--- config.mk ---
export PLATFORM = sky130hd
export DESIGN_NAME = reg_writeback
export DESIGN_NICKNAME = d
export VERILOG_FILES = /design/src/rtl/riscv_wb_pkg.sv /design/src/rtl/load_extend.sv /design/src/rtl/reg_writeback.sv
export SDC_FILE = /design/constraint.sdc
export NUM_CORES = 1
export LEC_CHECK = 0
export BUFFER_PORTS_ARGS = -buffer_cell sky130_fd_sc_hd__clkbuf_2
export CORE_MARGIN = 2
export CORE_UTILIZATION = 40
export CTS_BUF_LIST = sky130_fd_sc_hd__clkbuf_4 sky130_fd_sc_hd__clkbuf_8
export DETAILED_ROUTE_END_ITERATION = 8
export PLACE_DENSITY = 0.71
export REMOVE_ABC_BUFFERS = 1
export SYNTH_ARGS = -nofsm -noshare
export SYNTH_HDL_FRONTEND = slang
export SYNTH_SLANG_ARGS = --single-unit
export TNS_END_PERCENT = 30
--- constraint.sdc ---
create_clock -name clk -period 1.5 [get_ports clk]
set_input_delay 0 -clock clk [delete_from_list [all_inputs] [get_ports clk]]
set_output_delay 0 -clock clk [all_outputs]
set_load 0.05 [all_outputs]
--- src/rtl/riscv_wb_pkg.sv ---
// rtl/riscv_wb_pkg.sv - shared encodings for the writeback stage
package riscv_wb_pkg;

  typedef enum logic [1:0] {
    WB_ALU  = 2'd0,
    WB_LOAD = 2'd1,
    WB_PC4  = 2'd2,
    WB_IMM  = 2'd3
  } wb_sel_e;

  localparam logic [2:0] F3_LB  = 3'b000;
  localparam logic [2:0] F3_LH  = 3'b001;
  localparam logic [2:0] F3_LW  = 3'b010;
  localparam logic [2:0] F3_LBU = 3'b100;
  localparam logic [2:0] F3_LHU = 3'b101;

endpackage

--- src/rtl/load_extend.sv ---
// rtl/load_extend.sv - load byte/half/word selection, extension and alignment check
module load_extend
  import riscv_wb_pkg::*;
#(
  parameter int XLEN = 32
) (
  input  logic [XLEN-1:0] word,
  input  logic [2:0]      funct3,
  input  logic [1:0]      addr_lo,
  output logic [XLEN-1:0] data,
  output logic            err
);

  logic [7:0]  byte_v;
  logic [15:0] half_v;

  always_comb begin
    case (addr_lo)
      2'd0:    byte_v = word[7:0];
      2'd1:    byte_v = word[15:8];
      2'd2:    byte_v = word[23:16];
      default: byte_v = word[31:24];
    endcase
    half_v = addr_lo[1] ? word[31:16] : word[15:0];

    data = '0;
    err  = 1'b0;
    case (funct3)
      F3_LB:   data = {{(XLEN-8){byte_v[7]}}, byte_v};
      F3_LBU:  data = {{(XLEN-8){1'b0}}, byte_v};
      F3_LH: begin
        err  = addr_lo[0];
        data = {{(XLEN-16){half_v[15]}}, half_v};
      end
      F3_LHU: begin
        err  = addr_lo[0];
        data = {{(XLEN-16){1'b0}}, half_v};
      end
      F3_LW: begin
        err  = (addr_lo != 2'd0);
        data = word;
      end
      default: err = 1'b1;
    endcase
    // a faulting load never leaks partial data into the register file
    if (err) data = '0;
  end

endmodule

--- src/rtl/reg_writeback.sv ---
// rtl/reg_writeback.sv - WB stage: result select, regfile write port, RAW scoreboard (WB_RETIRE_CNT_EN adds retire counter)
module reg_writeback
  import riscv_wb_pkg::*;
#(
  parameter int XLEN     = 32,
  parameter int NREG     = 32,
  parameter int RETIRE_W = 64,
  localparam int RW      = $clog2(NREG)
) (
  input  logic                clk,
  input  logic                rst,
  input  logic                m_valid,
  output logic                m_ready,
  input  logic                hold,
  input  logic                m_wr,
  input  logic [RW-1:0]       m_rd,
  input  logic [1:0]          m_wb_sel,
  input  logic [XLEN-1:0]     m_alu_res,
  input  logic [XLEN-1:0]     m_imm,
  input  logic [XLEN-1:0]     m_pc,
  input  logic [XLEN-1:0]     m_load_word,
  input  logic [2:0]          m_funct3,
  input  logic [1:0]          m_addr_lo,
  input  logic                iss_valid,
  input  logic [RW-1:0]       iss_rd,
  input  logic [RW-1:0]       q_rs1,
  input  logic [RW-1:0]       q_rs2,
  output logic                busy1,
  output logic                busy2,
  output logic                w_en,
  output logic [RW-1:0]       rd,
  output logic [XLEN-1:0]     wdata,
  output logic                load_err,
  output logic [RETIRE_W-1:0] retire_cnt
);

  logic            accept;
  logic [XLEN-1:0] ext_data;
  logic            ext_err;
  logic            lerr;
  logic [XLEN-1:0] res;
  logic [NREG-1:0] sb;
  logic [NREG-1:0] set_vec;
  logic [NREG-1:0] clr_vec;
  logic [NREG-1:0] sb_next;

  assign m_ready = ~hold;
  assign accept  = m_valid & ~hold;

  load_extend #(.XLEN(XLEN)) u_load_extend (
    .word    (m_load_word),
    .funct3  (m_funct3),
    .addr_lo (m_addr_lo),
    .data    (ext_data),
    .err     (ext_err)
  );

  assign lerr = (m_wb_sel == WB_LOAD) & ext_err;

  always_comb begin
    case (m_wb_sel)
      WB_ALU:  res = m_alu_res;
      WB_LOAD: res = ext_data;
      WB_PC4:  res = m_pc + XLEN'(4);
      default: res = m_imm;
    endcase
  end

  always_ff @(posedge clk or negedge rst) begin
    if (!rst) begin
      w_en     <= 1'b0;
      rd       <= '0;
      wdata    <= '0;
      load_err <= 1'b0;
    end else begin
      w_en     <= accept & m_wr & (m_rd != '0) & ~lerr;
      load_err <= accept & lerr;
      if (accept) begin
        rd    <= m_rd;
        wdata <= lerr ? '0 : res;
      end
    end
  end

  // Set is applied after clear so a newer issuer of the same rd keeps it pending.
  always_comb begin
    set_vec = '0;
    clr_vec = '0;
    if (iss_valid && (iss_rd != '0)) set_vec[iss_rd] = 1'b1;
    if (accept && m_wr)              clr_vec[m_rd]   = 1'b1;
    sb_next    = (sb & ~clr_vec) | set_vec;
    sb_next[0] = 1'b0;
  end

  always_ff @(posedge clk or negedge rst) begin
    if (!rst) sb <= '0;
    else      sb <= sb_next;
  end

  assign busy1 = (q_rs1 != '0) & sb[q_rs1] & ~(clr_vec[q_rs1] & ~set_vec[q_rs1]);
  assign busy2 = (q_rs2 != '0) & sb[q_rs2] & ~(clr_vec[q_rs2] & ~set_vec[q_rs2]);

`ifdef WB_RETIRE_CNT_EN
  logic [RETIRE_W-1:0] cnt;

  always_ff @(posedge clk or negedge rst) begin
    if (!rst)        cnt <= '0;
    else if (accept) cnt <= cnt + {{(RETIRE_W-1){1'b0}}, 1'b1};
  end

  assign retire_cnt = cnt;
`else
  assign retire_cnt = '0;
`endif

endmodule

# Word-level counts from Yosys, hierarchy flattened
# Index checks and enable logic that the tools add are counted.
[word_totals]
inputBits = 161
out_inout_bits = 106
wordCells = 80
reg_bits = 70
[classes]
n_eq_ne = 8
n_lt_le_gt_ge = 6
reduce_logical = 14
bitwise = 21
n_mux = 25
add_sub_neg = 1
[ops]
columns = ["operator", "n"]
rows = [
  ["case mux 32 bit (5 select lines)", 1],
  ["two-way mux 32 bit", 4],
  ["case mux 32 bit (3 select lines)", 1],
  ["adder 32 x 3 -> 32 bit, second input constant", 1],
  ["bitwise AND 32 bit", 1],
  ["inverter 32 bit", 1],
  ["OR 32 bit", 1],
  ["binary-select mux 1 bit (select 5 bit)", 6],
  ["less-than comparator 5 x 6 -> 1 bit, second input constant", 4],
  ["case mux 8 bit (3 select lines)", 1],
  ["nonzero test 5 bit", 4],
  ["two-way mux 16 bit", 1],
  ["bitwise AND 1 bit", 12],
  ["demux 1 bit (select 5 bit)", 2],
  [">= comparator 5 x 1 -> 1 bit, second input constant", 2],
  ["two-way mux 1 bit", 8],
  ["== test 3 bit, second input constant", 2],
  ["inverter 1 bit", 6],
  ["== test 2 x 1 -> 1 bit, second input constant", 2],
  ["== test 2 bit, second input constant", 2],
  ["logical AND 1 bit", 4],
  ["zero test 2 bit", 2],
  ["OR reduction 2 bit", 2],
  ["== test 3 x 1 -> 1 bit, second input constant", 1],
  ["4 further kinds", 4],
]

# Logic depth before layout (Yosys ltp)
[depth]
ltp_word = 11
ltp_mapped = 8
ltp_nobuf = 7

# By module
# A second synthesis with hierarchy kept.
[hier_totals]
hier_cells = 803
hier_area_um2 = 6924.1
[by_module_without_submodules]
columns = ["mod", "cells_each", "instances", "area_per_inst_um2", "seq_area_each_um2"]
rows = [
  ["reg_writeback", 672, 1, 5786.8, 1751.7],
  ["load_extend", 131, 1, 1137.3, 0.0],
]

# Worst setup path before layout
# OpenSTA, ideal clock, no wires.
[synth_path]
path_kind = "input-to-output"
from = "input port iss_rd[4]"
to = "output port busy1"
path_buffers = 1
t_required_ns = 1.500
t_arrival_ns = 2.292
slack_ns = -0.792
stages = 6
cell_sequence = "clkbuf_1 > nand4bb_1 > nor3_1 > nor4_1 > o32a_1 > o32ai_1"
[synth_via]
elab_chain_len = 11
word_cells_on_any_way = 14
cone_classes = "2 x order compare; 5 x mux; 4 x bitwise; 3 x reduce/logical"
[synth_rtl]
columns = ["element", "line", "rtl"]
rows = [
  ["start: declaration", "reg_writeback.sv:25", "input logic [RW-1:0] iss_rd,"],
  ["less-than comparator 5 x 6 -> 1 bit (not written as such) / >= comparator 5 x 1 -> 1 bit (equally long branches)", "reg_writeback.sv:89", "if (iss_valid && (iss_rd != '0)) set_vec[iss_rd] = 1'b1;"],
  ["logical AND 1 bit (not written as such)", "reg_writeback.sv:89", ""],
  ["two-way mux 1 bit (not written as such)", "reg_writeback.sv:89", ""],
  ["demux 1 bit (select 5 bit)", "reg_writeback.sv:89", ""],
  ["two-way mux 32 bit (*)", "reg_writeback.sv:89", ""],
  ["binary-select mux 1 bit (select 5 bit) (*)", "reg_writeback.sv:100", "assign busy1 = (q_rs1 != '0) & sb[q_rs1] & ~(clr_vec[q_rs1] & ~set_vec[q_rs1]);"],
  ["two-way mux 1 bit (not written as such) (*)", "reg_writeback.sv:100", ""],
  ["inverter 1 bit (*)", "reg_writeback.sv:100", ""],
  ["bitwise AND 1 bit (*)", "reg_writeback.sv:100", ""],
  ["inverter 1 bit (*)", "reg_writeback.sv:100", ""],
  ["bitwise AND 1 bit (*)", "reg_writeback.sv:100", ""],
  ["end: declaration", "reg_writeback.sv:28", "output logic busy1,"],
]
# Every way passes the cells marked *; elsewhere a longest branch is shown, timed or not. The select of a mux whose other input is x is not followed.

# Worst setup path after layout
[layout_path]
from = "register sb[30]"
to = "output port busy1"
[layout_via]
elab_chain_len = 4
[layout_rtl]
columns = ["element", "line", "rtl"]
rows = [
  ["start: declaration", "reg_writeback.sv:42", "logic [NREG-1:0] sb;"],
  ["start signal: assignment", "reg_writeback.sv:97", "else sb <= sb_next;"],
  ["binary-select mux 1 bit (select 5 bit)", "reg_writeback.sv:100", ""],
  ["two-way mux 1 bit (not written as such)", "reg_writeback.sv:100", ""],
  ["bitwise AND 1 bit (2 in series)", "reg_writeback.sv:100", ""],
]
# Every way passes these cells. The select of a mux whose other input is x is not followed.

==> flow_summary.yaml <==
hold_path:
  hold-path-cell-count: 4
  min_from: "m_alu_res[21]"
  min_to: "wdata[21]"
  hold_class: "input port to register"
synth:
  synth_cell_types: 81
  yosys_warnings: 0
  synth_ff_type: "dfrtp_1"
  syn_inst: 753
  syn-cell-area_um2: 6310
  synth_compound_area_share_pct: 25.3
  synth_edf_count: 0
  synth_top_family_by_area: "compound AO/OA/AOI/OAI gates"
  yosysSeqAreaShare_pct: 27.8
  synthXorXnorAreaFrac_pct: 5.55
  yosys.area_share.simple_pct: 19.5
  synth_seq_cells: 70
  synth.avg_cell_area_um2: 8.38
  async_flop_share_pct: 100
  synth_mux_area_share_pct: 9.51
  synthAdderAreaFrac_pct: 0.198
clock_tree:
  clock-root-buffer: "clkbuf_8"
  cts_tree: "yes"
  cts_setup_buffers: 0
  numCtsBuffers: 9
  cts_num_sinks: 70
  clock_latency_ps: 370
  clockBufferDepth: 2
  cts.clk_slew.worst_paths_ps: 90
  ctsHtreeMaxLevel: 3
floorplan:
  row_count: 45
  die_h_um: 130
  die_x_um: 130
  start_util_pct: 41.2
  design.core.area_um2: 15300
  ios: 267
  dieArea_um2: 16800
power:
  power_leakage_nw: 4.01
  ir_drop_uv: 615
  finalPower_mw: 7.35
  p_per_area_nw_per_um2: 838
run:
  maxCapViolations: 0
detailed_routing:
  met2_wirelength_um: 11800
  drt_iter0_markers: 825
  drcViolationCount: 0
  wire_per_inst_um: 19.1
  dr.pass1.iters: 5
  routed.top_layer: "met4"
  avgViaCountPerCell: 5.58
  antenna_left: 0
  wl_met1_um: 9770
  route.met3.wl_um: 2190
  dr_total_vias: 7227
  wirelength_um: 24800
timing:
  period_minus_slack_ps: 2100
  finalHoldViolCount: 0
  worst_slack_ps: -596
  max_freq_ghz: 0.477
  tns_ps: -1160
  final.period_utilization_pct: 140
  finalSetupViolCount: 2
  maxSlewViolCount: 0
  fin_hold_ws_ps: 22.3
  fin_skew_ps: 0
  rsz0062_at_grt: "true"
final_layout:
  final_common_cell: "clkbuf_2"
  antenna_cells: 0
  mostFrequentLayoutCells: "198 x clkbuf_2, 122 x buf_4, 89 x nand2_1, 80 x o21ai_0, 70 x dfrtp_1"
  fillers: 1423
  syn2layout_area_growth_pct: 38.9
  drive_above_1_share_pct: 36.9
  nets: 1243
global_routing:
  grt_pass1_vias: 7072
  grt_use_total_pct: 29.2
  grt_pass1_wl_um: 37200
  grt_max_degree: 71
  antenna_found_initial: 0
  globalRoute.totalOverflow: 0
place:
  io_buffers: 202
  dpl_worst_slack_ps: -296
  place.gp.congestion: 0.972
  dpl.hpwl_um: 19400
outcome:
  violations: "setup timing"
  status: "complete, but fails checks"
critical_path:
  setup.worst_path.start_class: "register"
  crit_family: "multiplexers"
  r2r_end: "wdata[30]"
  criticalPathCategory: "register to output port"
  crit_required_ps: 1500
  cp_cell_sequence: "mux4_2 -> mux4_2 -> nand3_2 -> o32ai_2 -> clkbuf_8"
  regToRegSetupSlack_ps: 400
  path_buf_inv: 1
  cp.arrival_ps: 2100
  cp-end-kind: "output port"
  cp_common_cell: "mux4_2"
  r2r-start: "wdata[30]"
  critPathSlowestCell: "mux4_2"
  crit_fanout: 2
  ff2ff_path_depth: 3
  cpPeakStageDelay_ps: 510
[per-stage QoR]
step	cells	instance area, um^2	util (%)
finish	1296	8770	57.2
floorplan	704	5820	-
global placement	1249	8220	53.6
CTS	1296	8760	57.2
detailed placement	1249	8220	53.6
global route	1296	8770	57.2
[worst max path at each step]
stage / from / end / slack, ps / depth (start not counted)
after floorplan: m_valid / busy1 / -920 / 6
after global placement: q_rs1[0] / busy1 / -290 / 6
after detailed placement: q_rs1[0] / busy1 / -300 / 6
after CTS: sb[27] / busy1 / -610 / 5
after global routing: sb[19] / busy2 / -640 / 7
final: sb[30] / busy1 / -600 / 5
[timing repair]
action	4_1_cts	5_1_grt
gates cloned	0	0
endpoints found under the setup margin	2	5
resized for setup	8	3
hold endpoints to repair	95	0
pin swaps	4	0
hold buffers	32	0
[worst min-delay path: cells and delay by family]
family | cells | cell delay (ps)
AO/OA/AOI/OAI | 3 | 270
buffers and inverters | 1 | 90
[routing by layer]
layer,up-vias,GRT usage [%]
met5,-,0
met4,0,13.2
met3,70,5.82
met2,439,48.5
met1,3387,36.8
li1,3331,-
[cells in the mapped netlist (all sizes together) (7+ instances only)]
| cell type | count | area [um^2] |
|---|---|---|
| o21ai | 97 | 485 |
| nand2 | 94 | 368 |
| nand3 | 22 | 110 |
| clkbuf | 25 | 93.8 |
| inv | 10 | 40.0 |
| nor2 | 47 | 179 |
| o221a | 8 | 90.1 |
| o221ai | 7 | 61.3 |
| dfrtp | 70 | 1750 |
| a221oi | 17 | 149 |
| xnor2 | 16 | 140 |
| or3 | 7 | 43.8 |
| mux4 | 23 | 518 |
| nor2b | 7 | 43.8 |
| xor2 | 24 | 210 |
| a21oi | 53 | 277 |
| nor3 | 8 | 51.3 |
| o211ai | 13 | 97.6 |
| nand4 | 15 | 121 |
| buf | 82 | 583 |
[cells by family (layout without fill, tap and decap cells)]
logic type               count (synthesis)  after routing
AO/OA/AOI/OAI                          247            247
XOR/XNOR                                40             40
adder cells (fa/ha/maj)                  1              1
buffers and inverters                  123            392
flip-flops                              70             70
multiplexers                            31             31
other                                    1             64
AND/OR/NAND/NOR                        240            240
[registers in the layout (all words and copies together), names as in the netlist]
signal	cells
rd	5
w_en	1
load_err	1
sb	31
wdata	32
[area by class of cell]
type | instances | area (um^2) | area share (%)
multi-input cells | 623 | 4050 | 46.2
repair buffers | 366 | 2460 | 28.1
flip-flops and latches | 70 | 1750 | 20.0
well taps | 211 | 264 | 3.01
clock buffers | 9 | 124 | 1.41
clock inverters | 6 | 63.8 | 0.728
inverters | 11 | 47.5 | 0.542
[power breakdown]
part	switching (mW)	internal (mW)
registers	0.229	2.23
clock network	0.807	0.755
logic	2.09	1.23
total	3.13	4.22
Power figures use the tool's default switching activity.
